<file path="src/rtl/readout_scheduler_pkg.sv">
// ============================================================================
// readout_scheduler_pkg
// ----------------------------------------------------------------------------
// Shared definitions for the readout scheduler:
//   - state_t      : scheduler state encoding
//   - HDR_LEN      : number of frame-header bits
//   - HDR_PATTERN  : frame-header bit pattern, sent MSB first
//   - DEFAULT_*    : default slot count and word width
// ============================================================================
package readout_scheduler_pkg;

    typedef enum logic [2:0] {
        IDLE   = 3'd0,
        HEADER = 3'd1,
        LOAD   = 3'd2,
        SHIFT  = 3'd3,
        CLEAR  = 3'd4
    } state_t;

    localparam int             HDR_LEN        = 4;
    localparam logic [HDR_LEN-1:0] HDR_PATTERN = 4'b1010;

    localparam int DEFAULT_N_SLOT = 16;
    localparam int DEFAULT_WORD_W = 12;

endpackage : readout_scheduler_pkg

</file>
<file path="src/rtl/readout_scheduler_slot_next_finder.sv">
// ============================================================================
// slot_next_finder
// ----------------------------------------------------------------------------
// Combinational search for the lowest enabled slot strictly above the
// current one.
//
// Ports:
//   mask       in   N_SLOT  per-slot enable (latched frame copy)
//   cur        in   SEL_W   slot currently being read
//   next_slot  out  SEL_W   lowest enabled slot above cur (0 when none)
//   none       out  1       no enabled slot remains above cur
// ============================================================================
module slot_next_finder
    import readout_scheduler_pkg::*;
#(
    parameter int N_SLOT = DEFAULT_N_SLOT,
    parameter int SEL_W  = 4
) (
    input  logic [N_SLOT-1:0] mask,
    input  logic [SEL_W-1:0]  cur,
    output logic [SEL_W-1:0]  next_slot,
    output logic              none
);

    // Scan from the top down so the lowest qualifying slot is the last write.
    always_comb begin
        next_slot = '0;
        none      = 1'b1;
        for (int i = N_SLOT - 1; i >= 0; i--) begin
            if (mask[i] && (i > int'(cur))) begin
                next_slot = SEL_W'(i);
                none      = 1'b0;
            end
        end
    end

endmodule : slot_next_finder

</file>
<file path="src/rtl/readout_scheduler.sv">
// ============================================================================
// readout_scheduler
// ----------------------------------------------------------------------------
// Frame scheduler for a multiplexed counter readout. A rising edge on trig
// (registered) starts a frame: slot 0 (RTC word) and every enabled channel
// slot is parallel-loaded into an external shift register (sl) and then
// shifted out for WORD_W cycles (shift_en). After the last enabled slot the
// counters are cleared with a one-cycle clr pulse.
//
// Optional feature macro: SCHED_HEADER_EN
//   When defined, a 4-cycle serial header (hdr_bit = 1,0,1,0 with hdr_active)
//   precedes the first slot load. When undefined, hdr_active/hdr_bit are 0.
//
// Ports:
//   clk         in   1       clock, rising edge
//   reset       in   1       synchronous, active-low reset
//   trig        in   1       readout request level
//   ch_mask     in   N_SLOT  per-slot read enable (bit 0 always read)
//   sel         out  SEL_W   mux select of the current slot
//   sl          out  1       one-cycle parallel-load strobe
//   shift_en    out  1       high while a word is shifting
//   clr         out  1       one-cycle counter clear at frame end
//   busy        out  1       high from frame start through the clr cycle
//   missed      out  1       sticky: trigger edge arrived while busy
//   hdr_active  out  1       header stream valid
//   hdr_bit     out  1       header serial bit
// ============================================================================
module readout_scheduler
    import readout_scheduler_pkg::*;
#(
    parameter int N_SLOT = DEFAULT_N_SLOT,
    parameter int WORD_W = DEFAULT_WORD_W,
    parameter int SEL_W  = 4
) (
    input  logic              clk,
    input  logic              reset,
    input  logic              trig,
    input  logic [N_SLOT-1:0] ch_mask,
    output logic [SEL_W-1:0]  sel,
    output logic              sl,
    output logic              shift_en,
    output logic              clr,
    output logic              busy,
    output logic              missed,
    output logic              hdr_active,
    output logic              hdr_bit
);

    localparam int               CNT_W    = (WORD_W > 1) ? $clog2(WORD_W) : 1;
    localparam logic [CNT_W-1:0] LAST_BIT = CNT_W'(WORD_W - 1);

    state_t            state;
    logic              trig_q;
    logic              trig_prev;
    logic              trig_edge;
    logic [N_SLOT-1:0] mask_q;
    logic [CNT_W-1:0]  bit_cnt;
    logic [SEL_W-1:0]  next_slot;
    logic              no_next;

    // Edge on the registered copy only, so a held-high trig fires once.
    assign trig_edge = trig_q & ~trig_prev;

    slot_next_finder #(
        .N_SLOT (N_SLOT),
        .SEL_W  (SEL_W)
    ) u_finder (
        .mask      (mask_q),
        .cur       (sel),
        .next_slot (next_slot),
        .none      (no_next)
    );

`ifdef SCHED_HEADER_EN
    logic [1:0] hdr_cnt;
`else
    assign hdr_active = 1'b0;
    assign hdr_bit    = 1'b0;
`endif

    always_ff @(posedge clk) begin
        if (!reset) begin
            state     <= IDLE;
            trig_q    <= 1'b0;
            trig_prev <= 1'b0;
            mask_q    <= '0;
            bit_cnt   <= '0;
            sel       <= '0;
            sl        <= 1'b0;
            shift_en  <= 1'b0;
            clr       <= 1'b0;
            busy      <= 1'b0;
            missed    <= 1'b0;
`ifdef SCHED_HEADER_EN
            hdr_cnt    <= '0;
            hdr_active <= 1'b0;
            hdr_bit    <= 1'b0;
`endif
        end else begin
            trig_q    <= trig;
            trig_prev <= trig_q;
            sl        <= 1'b0;
            clr       <= 1'b0;

            // Any edge outside IDLE (including the CLEAR cycle) is lost.
            if (trig_edge && (state != IDLE)) begin
                missed <= 1'b1;
            end

            case (state)
                IDLE: begin
                    if (trig_edge) begin
                        // Slot 0 carries the RTC word and is always read.
                        mask_q <= ch_mask | N_SLOT'(1);
                        busy   <= 1'b1;
                        sel    <= '0;
`ifdef SCHED_HEADER_EN
                        state      <= HEADER;
                        hdr_cnt    <= '0;
                        hdr_active <= 1'b1;
                        hdr_bit    <= HDR_PATTERN[HDR_LEN-1];
`else
                        state <= LOAD;
                        sl    <= 1'b1;
`endif
                    end
                end

`ifdef SCHED_HEADER_EN
                HEADER: begin
                    if (hdr_cnt == 2'(HDR_LEN - 1)) begin
                        hdr_active <= 1'b0;
                        hdr_bit    <= 1'b0;
                        state      <= LOAD;
                        sl         <= 1'b1;
                    end else begin
                        hdr_cnt <= hdr_cnt + 2'd1;
                        hdr_bit <= HDR_PATTERN[2'(HDR_LEN - 2) - hdr_cnt];
                    end
                end
`endif

                LOAD: begin
                    state    <= SHIFT;
                    shift_en <= 1'b1;
                    bit_cnt  <= '0;
                end

                SHIFT: begin
                    if (bit_cnt == LAST_BIT) begin
                        shift_en <= 1'b0;
                        if (no_next) begin
                            state <= CLEAR;
                            clr   <= 1'b1;
                        end else begin
                            // Disabled slots are jumped over with no idle cycles.
                            state <= LOAD;
                            sl    <= 1'b1;
                            sel   <= next_slot;
                        end
                    end else begin
                        bit_cnt <= bit_cnt + CNT_W'(1);
                    end
                end

                CLEAR: begin
                    state <= IDLE;
                    busy  <= 1'b0;
                    sel   <= '0;
                end

                default: begin
                    state <= IDLE;
                end
            endcase
        end
    end

endmodule : readout_scheduler

</file>
<file path="config.mk">
export PLATFORM = sky130hd
export DESIGN_NAME = readout_scheduler
export DESIGN_NICKNAME = d
export VERILOG_FILES = /design/src/rtl/readout_scheduler_pkg.sv /design/src/rtl/readout_scheduler_slot_next_finder.sv /design/src/rtl/readout_scheduler.sv
export SDC_FILE = /design/constraint.sdc
export NUM_CORES = 1
export LEC_CHECK = 0
export ABC_AREA = 1
export ABC_CLOCK_PERIOD_IN_PS = 1840
export CORE_MARGIN = 2
export CORE_UTILIZATION = 47
export CTS_BUF_LIST = sky130_fd_sc_hd__clkbuf_16
export DETAILED_ROUTE_END_ITERATION = 6
export GPL_ROUTABILITY_DRIVEN = 0
export PLACE_DENSITY = 0.78
export SYNTH_ARGS = -nofsm -noshare
export SYNTH_HDL_FRONTEND = slang
export SYNTH_HIERARCHICAL = 1
export SYNTH_SLANG_ARGS = --single-unit
</file>
<file path="constraint.sdc">
create_clock -name clk -period 1.84 [get_ports clk]
set_input_delay 0.184 -clock clk [delete_from_list [all_inputs] [get_ports clk]]
set_output_delay 0.184 -clock clk [all_outputs]
set_load 0.03 [all_outputs]
</file>
# [Yosys cells after proc, flatten, opt, wreduce, memory -nomap -nowiden]
# Cells that the tools add are included.
[word_totals] output_inout_bits=11 input_bits=19 regBits=34
[classes] n_addsub=1 n_reduce_logical=28 mux=49 bitwise=2 magnitude_cmp=15 eq_ne=8
[op_table] cell="two-way mux 4 bit" count=19
[op_table] cell="greater-than comparator 4 bit, first input constant" count=8
[op_table] cell="two-way mux 1 bit" count=21
[op_table] cell="greater-than comparator 3 x 4 -> 1 bit, first input constant" count=4
[op_table] cell="logical AND 1 bit" count=16
[op_table] cell="one-hot mux 4 bit (3 select lines)" count=1
[op_table] cell="AND reduction 2 bit" count=5
[op_table] cell="two-way mux 3 bit" count=3
[op_table] cell="one-hot mux 3 bit (3 select lines)" count=1
[op_table] cell="greater-than comparator 2 x 4 -> 1 bit, first input constant" count=2
[op_table] cell="inequality test 2 bit, second input constant" count=4
[op_table] cell="one-hot mux 4 bit (2 select lines)" count=1
[op_table] cell="equality test 3 x 2 -> 1 bit, second input constant" count=2
[op_table] cell="one-hot mux 1 bit (2 select lines)" count=3
[op_table] cell="nonzero test 3 bit" count=2
[op_table] cell="adder 4 x 1 -> 4 bit, second input constant" count=1
[op_table] cell="equality test 4 bit, second input constant" count=1
[op_table] cell="greater-than comparator 1 x 4 -> 1 bit, first input constant" count=1
[op_table] cell="AND reduction 4 bit" count=1
[op_table] cell="nonzero test 2 bit" count=2
[op_table] cell="equality test 3 bit, second input constant" count=1
[op_table] cell="logical NOT 3 bit" count=1
[op_table] cell="AND reduction 3 bit" count=1
[op_table] cell="bitwise AND 1 bit" count=1
[op_table] cell="NOT 1 bit" count=1

# [Logic depth before layout (Yosys ltp)]
[logic_depth] depth_word=20 depth_mapped=19

# [Hierarchy]
# Netlist, hierarchy kept.
[modules_own_cells] mod="readout_scheduler" seq_area_each_um2=680.7 area_each_um2=1368.8 cells_each=177 instances=1
[modules_own_cells] mod="slot_next_finder" seq_area_each_um2=0.0 area_each_um2=342.8 cells_each=75 instances=1

# [Worst setup path after synthesis]
# No wires, ideal clock.
[synth_path] path_kind="register to register" start="register sel[3]" end="register sel[0]" t_required_ns=1.727 arrival_ns=1.970 path_slack_ns=-0.243 setup_time_ns=0.113 path_stages_with_launch=14 n_path_buf=0 path_cell_list="dfxtp_1 nor2_1 nand3_1 inv_1 nor3_1 nand2_1 nor3_1 nand4_1 nand2_1 inv_2 nand2_1 nand2_1 nand2_1 nor2_1"
[synth_between] word_cells_on_any_way=65 classes_between="15 x order compare; 1 x eq/ne; 33 x mux; 16 x reduce/logical"
[synth_lines] item="start, declared" line="readout_scheduler.sv:39" source="output logic [SEL_W-1:0] sel,"
[synth_lines] item="start signal, assigned" line="readout_scheduler.sv:159" source="sel <= next_slot;"
[synth_lines] item="greater-than comparator 4 bit" line="readout_scheduler_slot_next_finder.sv:30" source="if (mask[i] && (i > int'(cur))) begin"
[synth_lines] item="logical AND 1 bit" line="readout_scheduler_slot_next_finder.sv:30"
[synth_lines] item="two-way mux 1 bit (14 in series)" line="readout_scheduler_slot_next_finder.sv:30"
[synth_lines] item="two-way mux 1 bit (*)" line="readout_scheduler_slot_next_finder.sv:30"
[synth_lines] item="net no_next" line="readout_scheduler.sv:59" source="logic no_next;"
[synth_lines] item="inequality test 2 bit (no source line) (*)"
[synth_lines] item="AND reduction 4 bit (no source line) (*)"
# Mark *: on every way through the listed nets, which the timed path passes. The rest lies on a longest branch. The select of a mux whose other input is x is not followed.
# A chain may end at the register's enable or synchronous reset.

# [Worst setup path after layout]
[layout_path] start="register sel[1]" end="register sel[0]"
# Same word-level chain as after synthesis.

==> results.yml <==
grt:
  overflow: 0
  grt_start_max_net_pins: 18
  antenna_found_initial: 0
  track_usage_pct: 20.0
  grt_pass1_vias: 1535
  grt_pass1_wl_um: 6360
worst_setup_path:
  startpoint_type: "flop"
  crit_path_start: "sel[1]"
  worstSetupPathType: "flop to flop"
  required_ns: 2.01
  critPathArrivalTime_ns: 1.95
  r2r_slack_ns: 0.06
  crit_end: "sel[0]"
  r2r_start: "sel[1]"
  crit_path_max_fanout: 6
  ff2ff_path_depth: 13
  end_kind: "flop"
  r2r-end: "sel[0]"
drt:
  avgViaCountPerCell: 4.86
  num_vias: 1634
  drt-pass1-iter-count: 4
  avgRoutedWirePerCell_um: 10.9
  drc: 0
  drt_iter0_drc: 64
  ant_nets: 0
  wirelength_um: 3670
power_and_ir_drop:
  p_int_w: 0.00154
  seqPwrFrac_pct: 37.7
  p_per_area_nw_per_um2: 999
  p_leak_nw: 1.08
  clkPwrFrac_pct: 34.4
  vdd_drop_max_mv: 0.671
  switching_share_pct: 31.8
  combPwrFrac_pct: 28.0
  switching_power_w: 0.000719
placed_design:
  place.detailed.hpwl_um: 2680
  port_buffers: 26
sta:
  fmax_ghz: 0.563
  finalCritPeriodShare_pct: 96.6
  final.setup_skew_ns: 0.00460
  hold_slack_ns: 0.439
  tns_ns: 0
  rsz0062_at_grt: "true"
  hold_viol: 0
  fin_crit_ns: 1.78
  slew_violations: 0
  setup_viol: 0
floorplan:
  fp.dieW_um: 63.9
  core_um2: 3390
  ios: 30
  rows: 21
  initial_core_util_pct: 49.7
  fp.dieArea_um2: 4080
  die_height_um: 63.9
clock_tree:
  numCtsBuffers: 5
  root_buffer: "clkbuf_16"
  clock_path_buffers: 2
  cts_tree: "built"
  path_clk_slew_ns: 0.05
  cts_hold_buf: 0
  numClockSinks: 33
  clk_latency_ns: 0.28
  htreeDepth: 2
run:
  cap_viol_max_count: 0
run_status:
  status: "finished, final reports clean"
logic_synthesis:
  synth_warnings: 6
  syn_inst: 249
  avgSynthCellArea_um2: 6.76
  syn_area_um2: 1680
layout:
  drive_above_1_share_pct: 19.3
  antenna_cells: 0
  nets: 309
  areaGrowthSynthToFinish_pct: 34.4
  final_cell_mix: "nand2_1 (48), nor2_1 (48), dfxtp_1 (29)"
min_path:
  holdCritPathClass: "primary input to flop"
registers in the layout, indices dropped and copies added (netlist names):
name	count
shift_en	1
busy	1
clr	1
mask_q	15
sl	1
state	3
sel	4
missed	1
bit_cnt	4
trig_q	1
trig_prev	1
final cells by class:
type                       instances  area (um2)
clock buffer                       5         125
clock inverter                     3        13.8
fill                             279        1130
inverter                          31         120
multi-input combinational        179         913
sequential                        33         676
tap                               46        57.6
timing repair buffer              39         358
critical path: stages, from the launching register on:
cell and delay, ns:
dfxtp_4 0.39, inv_1 0.09, o211ai_1 0.21, nand4_1 0.12
inv_1 0.10, nand2_2 0.07, nor3_4 0.19, nand4_1 0.14
nand2_2 0.12, inv_2 0.06, nand2_2 0.05, nand2_1 0.05
nand2_1 0.05, nor2_1 0.03
power by group through the flow:
| stage | clock (W) | sequential, W | combinational, W |
|---|---|---|---|
| 6_report | 0.000777 | 0.000852 | 0.000632 |
| 2_1_floorplan | 0 | 0.000889 | 0.000347 |
| 5_1_grt | 0.000827 | 0.000861 | 0.000701 |
| 4_1_cts | 0.000792 | 0.000843 | 0.000587 |
| 3_3_place_gp | 0 | 0.000855 | 0.000563 |
| 3_5_place_dp | 0 | 0.000855 | 0.000574 |
metrics by stage:
step                setup WS [ns]  area (um2)  util, %  power [W]  cells
global route               -0.104        2260     66.8    0.00239    336
floorplan                 0.00991        1700        -    0.00124    250
global placement          0.00470        2050     60.5    0.00142    326
detailed placement        -0.0470        2050     60.5    0.00143    326
CTS                      0.000236        2200     65.0    0.00222    334
finish                     0.0630        2260     66.8    0.00226    336
what timing repair did:
action                                  4_1_cts  5_1_grt
pin swaps                                     1        8
endpoints found under the setup margin        4        7
cloned                                        0        0
gates resized for setup                       3       14
setup buffers                                 0        2
how the worst min path moves through the flow:
stage                     cells after the start    from  slack [ns]   endpoint
final                                         3    trig        0.44     trig_q
after global routing                          3    trig        0.48     trig_q
after CTS                                     3    trig        0.44     trig_q
after detailed placement                      2  trig_q        0.45  trig_prev
after global placement                        2  trig_q        0.43  trig_prev
after floorplan                               2    trig        0.28     trig_q
layer usage:
| metal | track usage, % | part of all wire [%] |
|---|---|---|
| met2 | 30.9 | 45 |
| met4 | 11.1 | 2.2 |
| met5 | 0 | 0 |
| met1 | 25.1 | 49 |
| met3 | 5.28 | 3.8 |
Note: power is estimated with default switching activity, not from simulation.
==> variant 1 (same settings) <==
Re-encode `state_t` (5 states) as one-hot, 5 bits wide.
--- a/src/rtl/readout_scheduler_pkg.sv
+++ b/src/rtl/readout_scheduler_pkg.sv
@@ -10,10 +10,10 @@
 package readout_scheduler_pkg;
 
-    typedef enum logic [2:0] {
-        IDLE   = 3'd0,
-        HEADER = 3'd1,
-        LOAD   = 3'd2,
-        SHIFT  = 3'd3,
-        CLEAR  = 3'd4
+    typedef enum logic [4:0] {
+        IDLE   = 5'b00001,
+        HEADER = 5'b00010,
+        LOAD   = 5'b00100,
+        SHIFT  = 5'b01000,
+        CLEAR  = 5'b10000
     } state_t;
 
Formal check against the unedited RTL: same outputs for any inputs over 10 cycles, from zero or initial values and one cycle with reset low; not proved beyond that.
==> variant 1 against the unedited design <==
- setup slack worse by 30 ps
- non-clock buffer count up 1
- sequential share of layout area up 0.090 points
- design area up 2.7%
- area after synthesis up 2.8%
- sequential cell count up 1
- combinational power down 50%
- largest power group is now the clock network
- wire length up 11%
- total power down 17%
- via count up 4.5%
- clock power up 2%
==> variant 1: results <==
<?xml version="1.0" encoding="UTF-8"?>
<metrics>
  <group name="setup_path">
    <metric name="critical_path_endpoint" unit="">sel[1]</metric>
    <metric name="reg2reg_setup_slack" unit="ps">30</metric>
    <metric name="cp_data_arrival_time" unit="ps">2010</metric>
    <metric name="reg2regPathDepth" unit="">12</metric>
    <metric name="cp_top_family" unit="">simple AND/OR/NAND/NOR gates</metric>
    <metric name="cp_max_fo" unit="">5</metric>
    <metric name="worstSetupStartpoint" unit="">sel[1]</metric>
  </group>
  <group name="layout">
    <metric name="buffers_excl_clock" unit="">40</metric>
    <metric name="area.growth.synth_to_final" unit="%">34.2</metric>
    <metric name="layout.clock.cell_area_share" unit="%">6.09</metric>
    <metric name="final.fill_count" unit="">301</metric>
    <metric name="fraction_of_area_in_registers" unit="%">29.9</metric>
    <metric name="multiInputCombCellCount" unit="">178</metric>
    <metric name="finish.net_count" unit="">311</metric>
    <metric name="post_layout_nonfiller_instances" unit="">340</metric>
    <metric name="non_clock_buffer_area_share" unit="%">15.7</metric>
    <metric name="inverters" unit="">32</metric>
    <metric name="multi_input_logic_portion_of_the_cell_area" unit="%">40.5</metric>
    <metric name="layout-drive-gt1-share" unit="%">20.9</metric>
    <metric name="sequential_cell_total" unit="">34</metric>
  </group>
  <group name="cts">
    <metric name="h_tree_depth" unit="">2</metric>
    <metric name="worst_skew_pair.late_latency" unit="ps">280</metric>
    <metric name="cts-root-buf" unit="">sky130_fd_sc_hd__clkbuf_16</metric>
    <metric name="cts_max_path_buffers" unit="">2</metric>
  </group>
  <group name="global_route">
    <metric name="first_global_vias" unit="">1529</metric>
    <metric name="use_met1" unit="%">24.4</metric>
    <metric name="maximum_number_of_pins_on_one_net_before_global_route_repair" unit="">19</metric>
    <metric name="met2_global_route_usage" unit="%">34.3</metric>
    <metric name="groute.usage.overall" unit="%">20.6</metric>
    <metric name="use_met3" unit="%">5.56</metric>
    <metric name="grt_pass1_wl" unit="um">6620</metric>
    <metric name="antenna_found_initial" unit="">0</metric>
  </group>
  <group name="place">
    <metric name="dpl_cell_area" unit="mm^2">0.00209</metric>
    <metric name="port-buffer-count" unit="">26</metric>
    <metric name="place.detailed.hpwl" unit="um">2720</metric>
    <metric name="placedCellCount" unit="">328</metric>
  </group>
  <group name="power">
    <metric name="ir_worst_vdd" unit="mV">0.769</metric>
    <metric name="power_leakage" unit="nW">1.02</metric>
  </group>
  <group name="route">
    <metric name="drtIter0Drc" unit="">111</metric>
    <metric name="wl_per_cell" unit="um">12.0</metric>
    <metric name="num_vias" unit="">1707</metric>
  </group>
  <group name="hold_path">
    <metric name="timing.hold.worst.class" unit="">reg -&gt; reg</metric>
  </group>
  <group name="sta">
    <metric name="worst_clock_skew" unit="ps">4.71</metric>
  </group>
  <group name="floorplan">
    <metric name="core_area" unit="mm^2">0.00361</metric>
  </group>
  <group name="outcome">
    <metric name="run_status" unit="">completed</metric>
  </group>
  <group name="logic_synthesis">
    <metric name="cell_count_after_synthesis" unit="">251</metric>
  </group>
</metrics>
[variant 1: cell types whose count changed in the layout (fill, tap and decap cells not counted), sizes merged, moves of 2 or more]
cell,unedited run,this run
a21oi,15,31
nand2,57,67
nand3,15,34
nor2,55,22
o21ai,17,4
xor2,0,2
[variant 1: stage by stage]
stage | total power (W) | setup WS [ps] | setup TNS (ps)
2_1_floorplan | 0.000985 | 15.4 | 0
3_3_place_gp | 0.00106 | -45.5 | -158
3_5_place_dp | 0.00107 | -77.5 | -286
4_1_cts | 0.00188 | 0.833 | 0
5_1_grt | 0.00197 | -102 | -499
6_report | 0.00188 | 32.7 | 0
[variant 1: report_power, final]
part	internal, W	switching, W	total, W
Combinational	0.000137	0.000181	0.000318
Sequential	0.000759	0.0000159	0.000774
Clock	0.000493	0.000298	0.000790
[variant 1: worst min-delay path, cell delays in order, from the launching register on]
cell                      delay (ps)
sky130_fd_sc_hd__dfxtp_1         310
sky130_fd_sc_hd__nand2_1          50
sky130_fd_sc_hd__inv_1            30
[variant 1: worst min path at each step]
stage | startpoint | end | slack [ps] | cells past startpoint
floorplan | reset | state[0] | 270 | 1
global placement | trig_q | trig_prev | 410 | 2
detailed placement | trig_q | trig_prev | 430 | 2
CTS | trig | trig_q | 430 | 3
global route | trig | trig_q | 460 | 3
finish | trig_q | trig_prev | 430 | 2
[variant 1: repair_timing]
action | CTS | global route
hold endpoints to repair | 0 | 0
buffers inserted | 2 | 2
setup endpoints to repair | 6 | 8
gates resized for setup | 5 | 12
pin swaps | 5 | 10
[variant 1: metal layers]
layer / routed length, um / part of all wire, % / vias to the layer above
li1: - / - / 893
met1: 1780 / 44 / 768
met2: 2040 / 50 / 37
met3: 162 / 4.0 / 9
met4: 81 / 2.0 / 0
met5: 0 / 0 / -
==> variant 2 (same flow settings) <==
Made on the original files. The package constant `DEFAULT_N_SLOT` goes from 16 to 17.
--- a/src/rtl/readout_scheduler_pkg.sv
+++ b/src/rtl/readout_scheduler_pkg.sv
@@ -21,5 +21,5 @@
     localparam logic [HDR_LEN-1:0] HDR_PATTERN = 4'b1010;
 
-    localparam int DEFAULT_N_SLOT = 16;
+    localparam int DEFAULT_N_SLOT = 17;
     localparam int DEFAULT_WORD_W = 12;
 
Ports: changed (resized ch_mask); port bits go from 30 to 31. The function was not compared with the original's and may differ.
==> variant 2 against the unedited design <==
- via count rose by 4.2%
- fmax fell by 5.6%
- sequential share of layout area fell by 1.1 points
- setup slack worse by 110 ps
- design area increased by 6.4%
- synthesized cell count is 1.2% higher
- count of clock-buffer cells in the layout is the same
- the run now ends with negative setup slack left
- largest cell class unchanged
- non-clock buffer count grew 12
- sequential cell count up 1
- total power up 3.5%
- first-iteration DRC count up 52%
- largest power group unchanged
- area after synthesis grew 4.1%
- wire length increased by 6.6%
==> variant 2: results <==
<?xml version="1.0" encoding="UTF-8"?>
<metrics>
  <group name="hold_path">
    <metric name="timing.hold.worst_path_depth" unit="">3</metric>
  </group>
  <group name="setup_path">
    <metric name="r2r_end" unit="">sel[1]</metric>
    <metric name="cp_max_fo" unit="">6</metric>
    <metric name="worst_path_largest_cell_delay" unit="ps">390</metric>
    <metric name="reg2regPathDepth" unit="">13</metric>
    <metric name="cp_top_family" unit="">compound AO/OA/AOI/OAI gates</metric>
    <metric name="regToRegStartpoint" unit="">sel[3]</metric>
    <metric name="cp_data_arrival_time" unit="ps">2100</metric>
  </group>
  <group name="power">
    <metric name="power_leakage" unit="nW">1.13</metric>
    <metric name="ir_worst_vdd" unit="mV">0.604</metric>
  </group>
  <group name="place">
    <metric name="placedCellCount" unit="">334</metric>
    <metric name="port-buffer-count" unit="">27</metric>
    <metric name="pre_cts_slack" unit="ps">-50.3</metric>
    <metric name="dpl_cell_area" unit="mm^2">0.00214</metric>
    <metric name="place.detailed.hpwl" unit="um">2740</metric>
  </group>
  <group name="layout">
    <metric name="layout-drive-gt1-share" unit="%">24.6</metric>
    <metric name="final.fill_count" unit="">322</metric>
    <metric name="area.growth.synth_to_final" unit="%">37.3</metric>
    <metric name="antennaDiodeCount" unit="">0</metric>
    <metric name="biggestRegsByFlops" unit="">mask_q x16, bit_cnt x4, sel x4</metric>
  </group>
  <group name="outcome">
    <metric name="failed_checks" unit="">negative setup slack</metric>
    <metric name="run_status" unit="">complete, but fails checks</metric>
  </group>
  <group name="route">
    <metric name="wl_per_cell" unit="um">11.1</metric>
    <metric name="num_vias" unit="">1703</metric>
    <metric name="wl_met1" unit="um">1820</metric>
    <metric name="met2_wirelength" unit="um">1890</metric>
    <metric name="routed-wl-met3" unit="um">145</metric>
    <metric name="detail_route.wirelength" unit="um">3910</metric>
    <metric name="drtIter0Drc" unit="">97</metric>
    <metric name="top_layer_used" unit="">met4</metric>
  </group>
  <group name="cts">
    <metric name="ctsResizeCount" unit="">4</metric>
    <metric name="clk_transition_reported_paths" unit="ps">50</metric>
    <metric name="h_tree_depth" unit="">2</metric>
    <metric name="cts_setup_buffers" unit="">7</metric>
  </group>
  <group name="global_route">
    <metric name="grt_pass1_wl" unit="um">6560</metric>
    <metric name="met2_global_route_usage" unit="%">33.6</metric>
    <metric name="maximum_number_of_pins_on_one_net_before_global_route_repair" unit="">19</metric>
    <metric name="first_global_vias" unit="">1570</metric>
    <metric name="groute.usage.overall" unit="%">20.1</metric>
    <metric name="use_met1" unit="%">23.8</metric>
    <metric name="use_met3" unit="%">4.86</metric>
  </group>
  <group name="sta">
    <metric name="setup_violations" unit="">2</metric>
    <metric name="layout_setup_ws" unit="ps">-43.0</metric>
    <metric name="fin_tns_setup" unit="ps">-76.4</metric>
    <metric name="worst_clock_skew" unit="ps">7.71</metric>
    <metric name="hold-worst-slack" unit="ps">434</metric>
  </group>
  <group name="logic_synthesis">
    <metric name="cell_count_after_synthesis" unit="">252</metric>
  </group>
</metrics>
-- variant 2: worst max-delay path by stage --
| stage | slack (ps) | start | end | cells after the start |
|---|---|---|---|---|
| after floorplan | 30 | sel[0] | sel[0] | 15 |
| after global placement | 20 | sel[2] | sel[0] | 17 |
| after detailed placement | -50 | sel[1] | sel[0] | 15 |
| after CTS | 1 | sel[1] | sel[0] | 15 |
| after global routing | -240 | sel[3] | sel[0] | 15 |
| final | -40 | sel[3] | sel[1] | 13 |
-- variant 2: final cells by class --
type,count,area share [%]
clock inverter,3,0.468
multi-input combinational,185,39.7
inverter,27,4.68
clock buffer,5,5.20
timing repair buffer,51,18.7
sequential,34,28.8
tap,48,2.49
-- variant 2: power by group --
group / internal [W] / leakage [nW] / switching (W) / total, W
logic: 0.000316 / 0.768 / 0.000395 / 0.000711
registers: 0.000805 / 0.281 / 0.0000594 / 0.000864
clock network: 0.000484 / 0.0776 / 0.000282 / 0.000766
total: 0.00161 / 1.13 / 0.000736 / 0.00234
